## src/rtl/drop_scheduler_pkg.sv

```systemverilog
// Shared types and constants for the falling-piece drop scheduler.
package drop_scheduler_pkg;

  typedef enum logic [1:0] {
    IDLE  = 2'd0,
    COUNT = 2'd1,
    REQ   = 2'd2,
    LOCK  = 2'd3
  } state_t;

  localparam int unsigned CLK_HZ      = 50_000_000;
  // One upstream timer tick is 0.2 s of system clock.
  localparam int unsigned TICK_CYCLES = CLK_HZ / 5;
  localparam int unsigned FAST_LEVEL  = 7;

  // Ticks between automatic drops: 8 at level 0 down to 1 from level 7 up.
  function automatic logic [3:0] drop_interval(input int unsigned lvl);
    if (lvl >= FAST_LEVEL) return 4'd1;
    return 4'(8 - lvl);
  endfunction

endpackage

```

## src/rtl/drop_scheduler_if.sv

```systemverilog
// Drop/lock handshake between the scheduler (master) and the board logic (slave).
interface drop_scheduler_if;
  logic drop_req;
  logic drop_ack;
  logic drop_blocked;
  logic lock;

  modport master (output drop_req, lock, input drop_ack, drop_blocked);
  modport slave  (input drop_req, lock, output drop_ack, drop_blocked);
endinterface

```

## src/rtl/drop_scheduler_tick_edge.sv

```systemverilog
// Turns the upstream 3-bit tick count into a one-cycle tick strobe, ignoring
// the jump caused by our own timer clear.
module tick_edge (
  input  logic       clk,
  input  logic       rst,
  input  logic [2:0] sec,
  input  logic       clr,
  output logic       tick
);

  logic [2:0] sec_q;
  logic       sup;

  always_ff @(posedge clk) begin
    if (!rst) begin
      sec_q <= 3'd0;
      sup   <= 1'b0;
    end else begin
      sec_q <= sec;
      sup   <= clr;
    end
  end

  assign tick = (sec != sec_q) && !sup;

endmodule

```

## src/rtl/drop_scheduler.sv

```systemverilog
// Gravity/lock-delay scheduler for the active piece. Optional macro
// SOFT_DROP_EN adds the soft_drop input (forces a 1-tick drop interval).
module drop_scheduler
  import drop_scheduler_pkg::*;
#(
  parameter int unsigned LOCK_TICKS = 3,
  parameter int unsigned LEVEL_W    = 4
) (
  input  logic               clk,
  input  logic               rst,
  input  logic [2:0]         sec,
  output logic               timer_clr,
  input  logic               run,
  input  logic [LEVEL_W-1:0] level,
`ifdef SOFT_DROP_EN
  input  logic               soft_drop,
`endif
  drop_scheduler_if.master   bif
);

  state_t     state, state_n;
  logic [3:0] tcnt, tcnt_n;
  logic [4:0] tcnt_inc;
  logic [3:0] interval;
  logic       tick;
  logic       req_q, lock_q, clr_q;
  logic       lock_n, clr_n;

  tick_edge u_tick_edge (
    .clk  (clk),
    .rst  (rst),
    .sec  (sec),
    .clr  (clr_q),
    .tick (tick)
  );

  always_comb begin
    interval = drop_interval(32'(level));
`ifdef SOFT_DROP_EN
    if (soft_drop) interval = 4'd1;
`endif
  end

  assign tcnt_inc = {1'b0, tcnt} + 5'd1;

  always_comb begin
    state_n = state;
    tcnt_n  = tcnt;
    lock_n  = 1'b0;
    clr_n   = 1'b0;
    if (!run) begin
      state_n = IDLE;
      tcnt_n  = 4'd0;
    end else begin
      case (state)
        IDLE: begin
          state_n = COUNT;
          tcnt_n  = 4'd0;
          clr_n   = 1'b1;
        end
        COUNT: begin
          // >= so a level raised mid-count drops on the very next tick.
          if (tick) begin
            if (tcnt_inc >= {1'b0, interval}) begin
              state_n = REQ;
              tcnt_n  = 4'd0;
            end else begin
              tcnt_n  = tcnt_inc[3:0];
            end
          end
        end
        REQ: begin
          if (bif.drop_ack) begin
            state_n = bif.drop_blocked ? LOCK : COUNT;
            tcnt_n  = 4'd0;
          end
        end
        LOCK: begin
          if (tick) begin
            if (tcnt_inc >= 5'(LOCK_TICKS)) begin
              state_n = COUNT;
              tcnt_n  = 4'd0;
              lock_n  = 1'b1;
              clr_n   = 1'b1;
            end else begin
              tcnt_n  = tcnt_inc[3:0];
            end
          end
        end
        default: begin
          state_n = IDLE;
          tcnt_n  = 4'd0;
        end
      endcase
    end
  end

  always_ff @(posedge clk) begin
    if (!rst) begin
      state  <= IDLE;
      tcnt   <= 4'd0;
      req_q  <= 1'b0;
      lock_q <= 1'b0;
      clr_q  <= 1'b0;
    end else begin
      state  <= state_n;
      tcnt   <= tcnt_n;
      req_q  <= (state_n == REQ);
      lock_q <= lock_n;
      clr_q  <= clr_n;
    end
  end

  assign bif.drop_req = req_q;
  assign bif.lock     = lock_q;
  assign timer_clr    = clr_q;

endmodule
```

## src/flat_wrapper.sv

```systemverilog
// flat-port wrapper written by rule: the top's interface ports become plain ports
module drop_scheduler_flat import drop_scheduler_pkg::*;
#(
  parameter int unsigned LOCK_TICKS = 3,
  parameter int unsigned LEVEL_W    = 4
)
  (clk, rst, sec, timer_clr, run, level, bif_drop_req, bif_lock, bif_drop_ack, bif_drop_blocked);
  drop_scheduler_if bif_i ();
  input  logic clk;
  input  logic rst;
  input  logic [2:0] sec;
  output logic timer_clr;
  input  logic run;
  input  logic [LEVEL_W-1:0] level;
  output wire logic [$bits(bif_i.drop_req)-1:0] bif_drop_req;
  output wire logic [$bits(bif_i.lock)-1:0] bif_lock;
  input wire logic [$bits(bif_i.drop_ack)-1:0] bif_drop_ack;
  input wire logic [$bits(bif_i.drop_blocked)-1:0] bif_drop_blocked;
  assign bif_drop_req = bif_i.drop_req;
  assign bif_lock = bif_i.lock;
  assign bif_i.drop_ack = bif_drop_ack;
  assign bif_i.drop_blocked = bif_drop_blocked;
  drop_scheduler #(.LOCK_TICKS(LOCK_TICKS), .LEVEL_W(LEVEL_W)) u_core (.clk(clk), .rst(rst), .sec(sec), .timer_clr(timer_clr), .run(run), .level(level), .bif(bif_i));
endmodule
```

## config.mk

```make
export PLATFORM = sky130hd
export DESIGN_NAME = drop_scheduler_flat
export DESIGN_NICKNAME = d
export VERILOG_FILES = /design/src/rtl/drop_scheduler_pkg.sv /design/src/rtl/drop_scheduler_if.sv /design/src/rtl/drop_scheduler_tick_edge.sv /design/src/rtl/drop_scheduler.sv /design/src/flat_wrapper.sv
export SDC_FILE = /design/constraint.sdc
export NUM_CORES = 1
export LEC_CHECK = 0
export ABC_CLOCK_PERIOD_IN_PS = 6700
export BUFFER_PORTS_ARGS = -buffer_cell sky130_fd_sc_hd__buf_4
export CORE_MARGIN = 2
export CORE_UTILIZATION = 56
export DETAILED_ROUTE_END_ITERATION = 12
export GPL_TIMING_DRIVEN = 1
export PLACE_DENSITY = 0.8
export SLEW_MARGIN = 20
export SYNTH_ARGS = -nofsm -noshare
export SYNTH_HDL_FRONTEND = slang
export SYNTH_SLANG_ARGS = --single-unit
```

## constraint.sdc

```tcl
create_clock -name clk -period 6.7 [get_ports clk]
set_input_delay 1.005 -clock clk [delete_from_list [all_inputs] [get_ports clk]]
set_output_delay 1.005 -clock clk [all_outputs]
set_load 0.05 [all_outputs]
```

== After elaboration in Yosys (flattened, before gate mapping) ==
Cells that the tools add are included.
Widths: inputs -> output; s select.

* Register bits after elaboration: 13
* Input port bits: 12
* Logic and storage cells: 46

* $add $sub $neg: 2
* $lt $le $gt $ge: 3
* Equality and inequality tests: 8
* Muxes and demuxes: 20
* Reductions and logical operators: 6

{| class="wikitable"
|+ Operators by type and width
! operator !! count
|-
| $mux 4 || 7
|-
| $pmux 4 s4 || 1
|-
| $mux 2 || 7
|-
| $pmux 2 s4 || 1
|-
| $eq 2x2->1 const B || 3
|-
| $reduce_and 3->1 || 2
|-
| $add 4x1->5 const B || 1
|-
| $ge 5x2->1 const B || 1
|-
| $ge 5x4->1 || 1
|-
| $ge 4x3->1 const B || 1
|-
| $ne 2x1->1 const B || 2
|-
| $sub 4x4->4 const A || 1
|-
| $mux 1 || 3
|-
| $ne 3x3->1 || 1
|-
| $eq 2x1->1 const B || 1
|-
| $logic_not 2->1 || 1
|-
| $ne 2x2->1 const B || 1
|-
| $pmux 1 s2 || 1
|-
| $reduce_and 2->1 || 1
|-
| $logic_and 1x1->1 || 1
|-
| $logic_not 1->1 || 1
|}

== Longest topological paths before layout ==
* Depth after elaboration: 9
* Gate-level depth with buffers: 10
* Mapped depth without buffers: 10

== Hierarchy ==
A second synthesis with hierarchy kept.

* Cell total of the unflattened synthesis: 103
* Area total of the unflattened synthesis: 907.1 sq um

{| class="wikitable"
|+ By module, submodules not included
! module !! times used !! cells each !! area each (sq um) !! seq. area each (sq um)
|-
| drop_scheduler || 1 || 91 || 768.2 || 180.2
|-
| tick_edge || 1 || 12 || 138.9 || 80.1
|}

== Worst setup path before layout ==
No wires, ideal clock.

* Path type: in2reg
* Start point: in level[0]
* End point: reg u_core.req_q (netlist: u_core.bif.drop_req)
* Arrival: 2.914 ns
* Required time: 6.597 ns
* Setup slack: 3.682 ns
* Stages on the path: 9
* Cells stage by stage: ha_1 a21oi_1 nand2_1 or3_1 ha_1 o21ai_0 o21ai_0 a41oi_1 a2111oi_2

* Cells in the longest elaborated chain, start to end: 9

{| class="wikitable"
|+ RTL lines
! item !! line !! text
|-
| start: declaration || flat_wrapper.sv:14 || <nowiki>input logic [LEVEL_W-1:0] level;</nowiki>
|-
| $ge 4x3->1 || drop_scheduler_pkg.sv:18 || <nowiki>if (lvl >= FAST_LEVEL) return 4'd1;</nowiki>
|-
| $mux 1 || drop_scheduler_pkg.sv:18 ||
|-
| $mux 4 (*) || drop_scheduler_pkg.sv:19 || <nowiki>return 4'(8 - lvl);</nowiki>
|-
| $ge 5x4->1 (*) || drop_scheduler.sv:64 || <nowiki>if (tcnt_inc >= {1'b0, interval}) begin</nowiki>
|-
| $mux 2 (*) || drop_scheduler.sv:64 ||
|-
| $mux 2 (*) || drop_scheduler.sv:63 || <nowiki>if (tick) begin</nowiki>
|-
| $pmux 2 s4 (*) || drop_scheduler.sv:55 || <nowiki>case (state)</nowiki>
|-
| $mux 2 (*) || drop_scheduler.sv:51 || <nowiki>if (!run) begin</nowiki>
|-
| $eq 2x2->1 (*) || drop_scheduler.sv:108 || <nowiki>req_q <= (state_n == REQ);</nowiki>
|-
| end signal: assignment || drop_scheduler.sv:108 ||
|-
| end: declaration || drop_scheduler.sv:26 || <nowiki>logic req_q, lock_q, clr_q;</nowiki>
|}

Every way passes the cells marked *; elsewhere a longest branch is shown, timed or not.
A chain may end at the register's enable or synchronous reset.

== Worst setup path after layout ==
Ends and elaborated chain as after synthesis.

==> flow_summary_export.csv <==
group,metric,value,unit
run_status,status,"completed",
pwr,p_switching,47.4,µW
critical_path,critPathMaxFanout,5,
min_path,hp-start,"u_core.timer_clr",
die,die-area,0.00190,mm²
critical_path,r2r_end,"u_core.bif.drop_req",
critical_path,arrival,3.26,ns
clock_tree,cts_root_buf,"clkbuf_4",
pwr,internal_power,115,µW
routing,routed_wl,1920,µm
pwr,powerDensity,158,mW/mm²
critical_path,required,6.89,ns
critical_path,worst-r2r-cell-count,8,
finish,synthToLayoutAreaGrowth,16.8,%
pwr,sequentialPowerShare,49.9,%
min_path,hold_depth,1,
critical_path,endpoint_kind,"register",
synthesis,synth_warnings,0,
timing,finalCritPeriodShare,45.8,%
timing,max-slew-margin-rel,65.7,%
synthesis,syn_nets,128,
clock_tree,clk_latency,0.29,ns
clock_tree,cts_hold_buffers,0,
synthesis,postSynthAreaPerCell,8.46,µm²
critical_path,path_cells,"buf_4 > ha_1 > a21oi_1 > nand2_1 > or3_1 > ha_1 > o21ai_0 > o21ai_0 > a41oi_1 > a2111oi_2",
synthesis,yosysSeqAreaShare,29.6,%
timing,worst_pin_slew,0.510,ns
finish,drive_gt1_share,19.0,%
critical_path,rrSetupSlack,4.30,ns
global_routing,grt_max_degree,11,
finish,layout.nets,146,
timing,skew,0.00519,ns
clock_tree,cts_buffer_depth,2,
global_routing,grtUsageTotal,22.9,%
timing,drv_slew,0,
routing,ant_nets,0,
placed_design,dp_hpwl,1470,µm
critical_path,cp_top_family,"compound AO/OA/AOI/OAI gates",
critical_path,cp_slowest_cell,"o21ai_0",
global_routing,antenna_found_initial,0,
clock_tree,cts_tree,"yes",
critical_path,max_stage_delay,0.42,ns
job,drv_cap,0,
clock_tree,path_clk_slew,0.09,ns
pwr,p_clk_share,33.1,%
clock_tree,cts_sinks,13,
clock_tree,cts_setup_buffers,0,
pwr,ir_worst_vdd,0.000129,V
timing,finalSetupViolations,0,
clock_tree,htreeDepth,1,
timing,max_clock_freq,0.326,GHz
placed_design,gp_congestion,0.909,
critical_path,path_class,"input pin to register",
critical_path,r2r_start,"u_core.tcnt[0]",
clock_tree,cts_buffers,3,
placed_design,dp_cells,133,
finish,fin_util,69.0,%
min_path,min_to,"u_core.u_tick_edge.sup",
pwr,p_sw_share,29.2,%
pwr,p_leak,0.429,nW
die,die-height,43.6,µm
timing,fin_tns_setup,0,ns
clock_tree,cts_resized,0,
critical_path,start_kind,"input pin",
routing,vias,805,
placed_design,numPortBuffers,14,
routing,first_iter_violations,9,
timing,rsz0062_at_grt,"no",
die,die_w,43.6,µm
global_routing,grt_pass1_vias,785,
die,coreArea,0.00149,mm²
die,rows,14,
synthesis,netlist_area,880,µm²
pwr,pwr-share-comb,17.0,%
synthesis,postSynthCellCount,104,
finish,diodes,0,
global_routing,grt_pass1_wl,3300,µm
finish,stdcell_count,137,
routing,drt-vias-per-instance,5.88,
min_path,hp-class,"register to register",
synthesis,ys_seq_elements,13,
die,initial_utilization,59.1,%
timing,fin_crit,3.07,ns
timing,holdWs,0.483,ns
critical_path,path_buf_inv,1,
die,io_pins,15,
timing,hold_viol_final,0,
routing,firstDrtPassIters,4,
synthesis,ys_types,31,
routing,wire_per_inst,14.0,µm
global_routing,grt.overflow.total,0,
routing,drcViolationCount,0,
==> registers in the layout, indices dropped and copies added, names as in the netlist <==
name                      count
u_core.bif.lock               1
u_core.timer_clr              1
u_core.u_tick_edge.sec_q      3
u_core.u_tick_edge.sup        1
u_core.bif.drop_req           1
u_core.state                  2
u_core.tcnt                   4
==> metrics by stage <==
stage	setup WS [ns]	instance area [µm²]	total power [mW]
2_1_floorplan	3.68	880	0.0989
3_3_place_gp	3.40	1000	0.109
3_5_place_dp	3.36	1000	0.110
4_1_cts	3.65	1030	0.162
5_1_grt	3.46	1030	0.167
6_report	3.63	1030	0.162
==> power groups by stage <==
stage | clock network, mW | logic [mW] | registers, mW
2_1_floorplan | 0 | 0.0152 | 0.0837
3_3_place_gp | 0 | 0.0260 | 0.0826
3_5_place_dp | 0 | 0.0274 | 0.0827
4_1_cts | 0.0531 | 0.0275 | 0.0809
5_1_grt | 0.0558 | 0.0303 | 0.0812
6_report | 0.0537 | 0.0276 | 0.0809
==> placed cells by master (no fill, tap or decap), types with 2 or more instances in the layout <==
cell      count
a211oi_1      2
a21oi_1       6
a31oi_1       3
and2_1        4
buf_4        14
clkbuf_4      3
dfxtp_1      13
ha_1         12
inv_1         7
nand2_1      10
nand2b_1      4
nand3_1       3
nand4_1       3
nor2_1        7
nor3_1        3
o21ai_0       5
o31ai_1       2
or3_1         2
xnor2_1       4
==> cell usage after synthesis <==
library cell,number,area (µm²)
o22ai_2,1,12.5
dfxtp_1,13,260
nand2_1,10,37.5
o21a_1,1,7.51
o21ai_0,5,25.0
a211oi_1,2,15.0
a21oi_1,6,30.0
ha_1,12,150
nor2_1,7,26.3
a41oi_1,1,8.76
and2_4,1,8.76
a31oi_1,3,18.8
inv_1,7,26.3
o31ai_1,2,15.0
a31oi_2,1,12.5
or3_1,2,12.5
and2_1,4,25.0
a2111oi_2,1,15.0
nand4_1,3,18.8
clkbuf_1,1,3.75
nand2b_1,4,25.0
or2b_1,1,7.51
a21o_1,1,7.51
a21oi_2,1,8.76
xnor2_1,4,35.0
o22a_1,1,8.76
o41ai_1,1,8.76
or4_4,1,11.3
nand3_1,3,15.0
o21bai_1,1,7.51
nor3_1,3,15.0
==> how the worst max path moves through the flow <==
stage          slack, ns                   to  cells past startpoint      from
2_1_floorplan       3.68  u_core.bif.drop_req                      9  level[0]
6_report            3.63  u_core.bif.drop_req                     10  level[0]
3_5_place_dp        3.36  u_core.bif.drop_req                     10  level[0]
3_3_place_gp        3.40  u_core.bif.drop_req                     10  level[0]
5_1_grt             3.46  u_core.bif.drop_req                     10  level[0]
4_1_cts             3.65  u_core.bif.drop_req                     10  level[0]
==> cells by family (layout without fill, tap and decap cells) <==
family | after synthesis | count (layout) | synth area share (%)
AO/OA/AOI/OAI | 28 | 28 | 22.9
XOR/XNOR | 4 | 4 | 3.98
adder cells (fa/ha/maj) | 12 | 12 | 17.1
buffers and inverters | 8 | 25 | 3.41
flip-flops | 13 | 13 | 29.6
AND/OR/NAND/NOR | 39 | 39 | 23.0
==> layout make-up <==
class / instances / area, µm²
flip-flops and latches: 13 / 260
clock buffers: 4 / 26.3
well taps: 16 / 20.0
inverters: 7 / 26.3
repair buffers: 14 / 105
multi-input cells: 83 / 589
fillers: 124 / 462
==> metal layers <==
metal  wire length, µm  vias to the layer above  GRT usage, %  part of all wire [%]
met3                57                        5          3.75                   3.0
met2               979                       13          42.4                    51
li1                  -                      404             -                     -
met4                36                        0          9.09                   1.9
met5                 0                        -             0                     0
met1               842                      383          25.8                    44
Power figures use the tool's default switching activity.
